## config.mk

```make
export PLATFORM = sky130hd
export DESIGN_NAME = uart_tx_ctrl
export DESIGN_NICKNAME = d
export VERILOG_FILES = /design/src/rtl/uart_tx_ctrl.sv
export SDC_FILE = /design/constraint.sdc
export NUM_CORES = 1
export LEC_CHECK = 0
export BUFFER_PORTS_ARGS = -buffer_cell sky130_fd_sc_hd__clkbuf_2
export CORE_MARGIN = 8
export CORE_UTILIZATION = 50
export CTS_CLUSTER_SIZE = 12
export DETAILED_ROUTE_END_ITERATION = 7
export PLACE_DENSITY = 0.74
export SYNTH_ARGS = -nofsm -noshare
export SYNTH_HDL_FRONTEND = slang
export SYNTH_SLANG_ARGS = --single-unit
export TNS_END_PERCENT = 10
```

## constraint.sdc

```tcl
create_clock -name clk -period 1.5 [get_ports clk]
set_input_delay 0.225 -clock clk [delete_from_list [all_inputs] [get_ports clk]]
set_output_delay 0.225 -clock clk [all_outputs]
set_load 0.05 [all_outputs]
```

## src/rtl/uart_tx_ctrl.sv

```systemverilog
// UART transmit controller: pops one word from a TX FIFO and serialises it as start/data/[parity]/stop.
// Optional even-parity bit is built in when UART_TX_PARITY_EN is defined.
module uart_tx_ctrl #(
  parameter int W_DATA       = 8,
  parameter int CLKS_PER_BIT = 16,
  parameter int STOP_BITS    = 1
) (
  input  logic              clk,
  input  logic              rst_n,
  input  logic              fifo_empty,
  input  logic [W_DATA-1:0] fifo_rd_data,
  output logic              fifo_rd_en,
  output logic              tx,
  output logic              busy,
  output logic              tx_done
);

  // state   | meaning
  // IDLE    | line idle high, waiting for FIFO data
  // FETCH   | pop request to FIFO
  // LOAD    | FIFO data valid, capture into shift register
  // START   | start bit (low)
  // DATA    | data bits, LSB first
  // PARITY  | even parity bit (parity build only)
  // STOP    | stop bit(s), high
  typedef enum logic [2:0] {
    IDLE,
    FETCH,
    LOAD,
    START,
    DATA,
`ifdef UART_TX_PARITY_EN
    PARITY,
`endif
    STOP
  } state_t;

  localparam int BAUD_W = $clog2(CLKS_PER_BIT * STOP_BITS);
  localparam int BIT_W  = $clog2(W_DATA);

  localparam logic [BAUD_W-1:0] BIT_TC   = BAUD_W'(CLKS_PER_BIT - 1);
  localparam logic [BAUD_W-1:0] STOP_TC  = BAUD_W'(CLKS_PER_BIT * STOP_BITS - 1);
  localparam logic [BIT_W-1:0]  LAST_BIT = BIT_W'(W_DATA - 1);

  state_t              state_q, state_d;
  logic [W_DATA-1:0]   shift_q, shift_d;
  logic [BAUD_W-1:0]   baud_q, baud_d;
  logic [BIT_W-1:0]    bit_q, bit_d;
  logic                tx_q, tx_d;
`ifdef UART_TX_PARITY_EN
  logic                parity_q, parity_d;
`endif

  always_ff @(posedge clk or negedge rst_n) begin
    if (!rst_n) begin
      state_q  <= IDLE;
      shift_q  <= '0;
      baud_q   <= '0;
      bit_q    <= '0;
      tx_q     <= 1'b1;
`ifdef UART_TX_PARITY_EN
      parity_q <= 1'b0;
`endif
    end else begin
      state_q  <= state_d;
      shift_q  <= shift_d;
      baud_q   <= baud_d;
      bit_q    <= bit_d;
      tx_q     <= tx_d;
`ifdef UART_TX_PARITY_EN
      parity_q <= parity_d;
`endif
    end
  end

  always_comb begin
    state_d  = state_q;
    shift_d  = shift_q;
    baud_d   = baud_q;
    bit_d    = bit_q;
`ifdef UART_TX_PARITY_EN
    parity_d = parity_q;
`endif

    case (state_q)
      IDLE: begin
        if (!fifo_empty) state_d = FETCH;
      end
      FETCH: begin
        state_d = LOAD;
      end
      LOAD: begin
        shift_d  = fifo_rd_data;
        baud_d   = '0;
        bit_d    = '0;
`ifdef UART_TX_PARITY_EN
        parity_d = ^fifo_rd_data;
`endif
        state_d  = START;
      end
      START: begin
        if (baud_q == BIT_TC) begin
          baud_d  = '0;
          state_d = DATA;
        end else begin
          baud_d = baud_q + 1'b1;
        end
      end
      DATA: begin
        if (baud_q == BIT_TC) begin
          baud_d  = '0;
          shift_d = shift_q >> 1;
          if (bit_q == LAST_BIT) begin
            bit_d = '0;
`ifdef UART_TX_PARITY_EN
            state_d = PARITY;
`else
            state_d = STOP;
`endif
          end else begin
            bit_d = bit_q + 1'b1;
          end
        end else begin
          baud_d = baud_q + 1'b1;
        end
      end
`ifdef UART_TX_PARITY_EN
      PARITY: begin
        if (baud_q == BIT_TC) begin
          baud_d  = '0;
          state_d = STOP;
        end else begin
          baud_d = baud_q + 1'b1;
        end
      end
`endif
      STOP: begin
        if (baud_q == STOP_TC) begin
          baud_d  = '0;
          state_d = IDLE;
        end else begin
          baud_d = baud_q + 1'b1;
        end
      end
      default: begin
        state_d = IDLE;
      end
    endcase
  end

  // Line level is derived from the next state so tx and state flip on the same edge.
  always_comb begin
    tx_d = 1'b1;
    case (state_d)
      START:  tx_d = 1'b0;
      DATA:   tx_d = shift_d[0];
`ifdef UART_TX_PARITY_EN
      PARITY: tx_d = parity_d;
`endif
      default: tx_d = 1'b1;
    endcase
  end

  assign tx         = tx_q;
  assign fifo_rd_en = (state_q == FETCH);
  assign busy       = (state_q != IDLE);
  assign tx_done    = (state_q == STOP) && (baud_q == STOP_TC);

endmodule

```

==> flow_metrics.env <==
export IMPL_status="complete, but fails checks"
export IMPL_failed_checks="negative setup slack"
export IMPL_wl_um=2740
export IMPL_gp_congestion=0.852
export IMPL_ios=15
export IMPL_grt_use_total=0.137
export IMPL_fin_worst_skew_ns=0.0133
export IMPL_syn_num_nets=120
export IMPL_postSynthCellCount=106
export IMPL_fp_dieW_um=63.6
export IMPL_ys_seq_area_frac=0.420
export IMPL_multiInputGateArea_um2=623
export IMPL_cts_clk_slew_worst_paths_ns=0.11
export IMPL_final_common_cell="dfrtp_1"
export IMPL_grt_max_degree=20
export IMPL_row_count=17
export IMPL_syn_area_um2=1130
export IMPL_die_area_um2=4050
export IMPL_cap_viol_max_count=0
export IMPL_timing_max_transition_violations_final=0
export IMPL_critPathRequiredTime_ns=1.27
export IMPL_regArea_um2=479
export IMPL_synth_edf_count=0
export IMPL_reg2reg_depth=4
export IMPL_dp_hpwl_um=1980
export IMPL_cts_num_sinks=19
export IMPL_ys_flop_type="dfrtp_1"
export IMPL_synthMuxAreaShare=0.0673
export IMPL_fill_cells=179
export IMPL_cp_end_kind="output pin"
export IMPL_grt_pass1_vias=970
export IMPL_drive_above_1_share=0.381
export IMPL_power_per_cell_area_nw_per_um2=585
export IMPL_grt_pass1_wl_um=4530
export IMPL_period_needed_ns=1.61
export IMPL_arrival_ns=1.39
export IMPL_yosys_area_share_simple=0.180
export IMPL_yosys_top_cells_area="dfrtp_1, a221o_1, mux2i_1"
export IMPL_port_buffers=14
export IMPL_drc=0
export IMPL_startpoint="state_q[1]$_DFF_PN0_"
export IMPL_vias=986
export IMPL_postRouteAntennaNets=0
export IMPL_yosysWarnings=0
export IMPL_start_util=0.523
export IMPL_crit_type="flip-flop to output pin"
export IMPL_crit_fanout=9
export IMPL_timing_fmax_mhz=620
export IMPL_synth_top_family_by_area="compound AO/OA/AOI/OAI gates"
export IMPL_pre_cts_slack_ns=0.00283
export IMPL_path_cells="or3_1 -> clkbuf_8"
export IMPL_yosysTopAreaCellShare=0.397
export IMPL_ir_drop_uv=537
export IMPL_syn_to_final_growth_pct=26.8
export IMPL_cp_slowest_cell="dfrtp_2"
export IMPL_insertion_delay_ns=0.31
export IMPL_cpPeakStageDelay_ns=0.49
export IMPL_synth_seq_cells=19
export IMPL_layout_nets=149
export IMPL_min_period_over_period=1.07
export IMPL_avgRoutedWirePerCell_um=16.9
export IMPL_r2r_end="bit_q[1]$_DFFE_PN0P_"
export IMPL_final_hold_viol_count=0
export IMPL_synthArstFlopShare=1.00
export IMPL_relSlewSlack=0.683
export IMPL_post_synth_num_cell_types=43
export IMPL_numCtsBuffers=3
export IMPL_setup_ws_ns=-0.112
export IMPL_holdWs_ns=0.129
export IMPL_hold_path_class="input pin to flip-flop"
export IMPL_rsz0062_at_grt="yes"
export IMPL_avgSynthCellArea_um2=10.7
export IMPL_grt_antenna_before_repair=0
export IMPL_via_per_inst=6.09
export IMPL_hp_start="fifo_rd_data[7]"
export IMPL_drt_pass1_iterations=5
export IMPL_dieHeight_um=63.6
export IMPL_synthAdderAreaFrac=0.0331
export IMPL_synth_area_leader_cell="dfrtp_1"
export IMPL_worstSetupEndpoint="busy"
export IMPL_startpoint_type="flip-flop"
export IMPL_post_route_util=0.663
export IMPL_design_area_um2=1440
export IMPL_cts_root_buf="clkbuf_4"
export IMPL_r2r_start="baud_q[0]$_DFFE_PN0P_"
export IMPL_setup_viol=4
export IMPL_synth_xor_area_frac=0
export IMPL_h_tree_depth=1
export IMPL_final_cell_mix="dfrtp_1, buf_4, clkbuf_2"
export IMPL_clockBufferDepth=2
export IMPL_grt_ovfl_total=0
export IMPL_synth_compound_area_share=0.238
export IMPL_place_area_um2=1290
export IMPL_cts_tree="built"
export IMPL_drt_iter0_markers=46
export IMPL_rrSetupSlack_ns=-0.02
export IMPL_core_um2=2170
export IMPL_cellLeakagePower_nw=0.681
export IMPL_tightestPinTransition_ns=0.476
export IMPL_antenna_cells=0
[how the worst min path moves through the flow]
stage / slack [ns] / end / depth (start not counted)
after floorplan: -0.07 / baud_q[0]$_DFFE_PN0P_ / 0
after global placement: 0.20 / baud_q[3]$_DFFE_PN0P_ / 1
after detailed placement: 0.20 / baud_q[3]$_DFFE_PN0P_ / 1
after CTS: 0.13 / shift_q[7]$_DFFE_PN0P_ / 3
after global routing: 0.14 / shift_q[7]$_DFFE_PN0P_ / 3
final: 0.13 / shift_q[7]$_DFFE_PN0P_ / 3
[cells in the mapped netlist (all sizes together) (3+ instances only)]
master and n:
a21oi 7, a221o 6, a221oi 3, a31oi 3, and3 6, buf 9, dfrtp 18, ha 3
mux2i 5, nand2 3, nand2b 3, nor2 5, nor2b 3
[logic make-up (layout without fill, tap and decap cells)]
group / Yosys count / after routing
and+or+nand+nor: 32 / 32
DFF: 19 / 19
AOI/OAI and AO/OA: 34 / 34
muxes: 7 / 7
buffers and inverters: 11 / 39
adders and majority gates: 3 / 3
[stage by stage]
step,std cells,TNS [ns],total power [mW]
5_1_grt,162,-0.639,0.874
4_1_cts,160,-0.374,0.848
3_5_place_dp,152,0,0.587
2_1_floorplan,106,-0.258,0.559
3_3_place_gp,152,0,0.587
6_report,162,-0.291,0.841
[what timing repair did]
| item | 4_1_cts | 5_1_grt |
|---|---|---|
| setup endpoints to repair | 4 | 13 |
| hold buffers | 1 | 0 |
| gates resized for setup | 9 | 5 |
| endpoints found under the hold margin | 18 | 0 |
| pin swaps | 3 | 3 |
| buffers inserted | 3 | 2 |
[critical path: cells and delay by family, from the launching register on]
family                 cells  cell delay (ns)
buffers and inverters      1             0.19
DFF                        1             0.49
and+or+nand+nor            1             0.40
[per-layer routing]
metal / global-route usage / vias to the layer above / part of all wire
li1: - / 473 / -
met1: 0.158 / 477 / 0.44
met2: 0.233 / 28 / 0.49
met3: 0.0459 / 8 / 0.052
met4: 0.0418 / 0 / 0.018
met5: 0 / - / 0
[final cells by class]
class | count | area share
repair buffers | 33 | 0.186
multi-input cells | 76 | 0.433
flip-flops and latches | 19 | 0.333
well taps | 28 | 0.0243
inverters | 2 | 0.00522
clock buffers | 4 | 0.0183
[sequential cells by signal, summed over array words and instances (netlist names)]
register  flops
state_q       3
shift_q       8
tx            1
baud_q        4
bit_q         3
[power by group]
group	switching (mW)	internal, mW
clock network	0.158	0.104
registers	0.00629	0.524
logic	0.0260	0.0235
(Power assumes the default switching activity.)
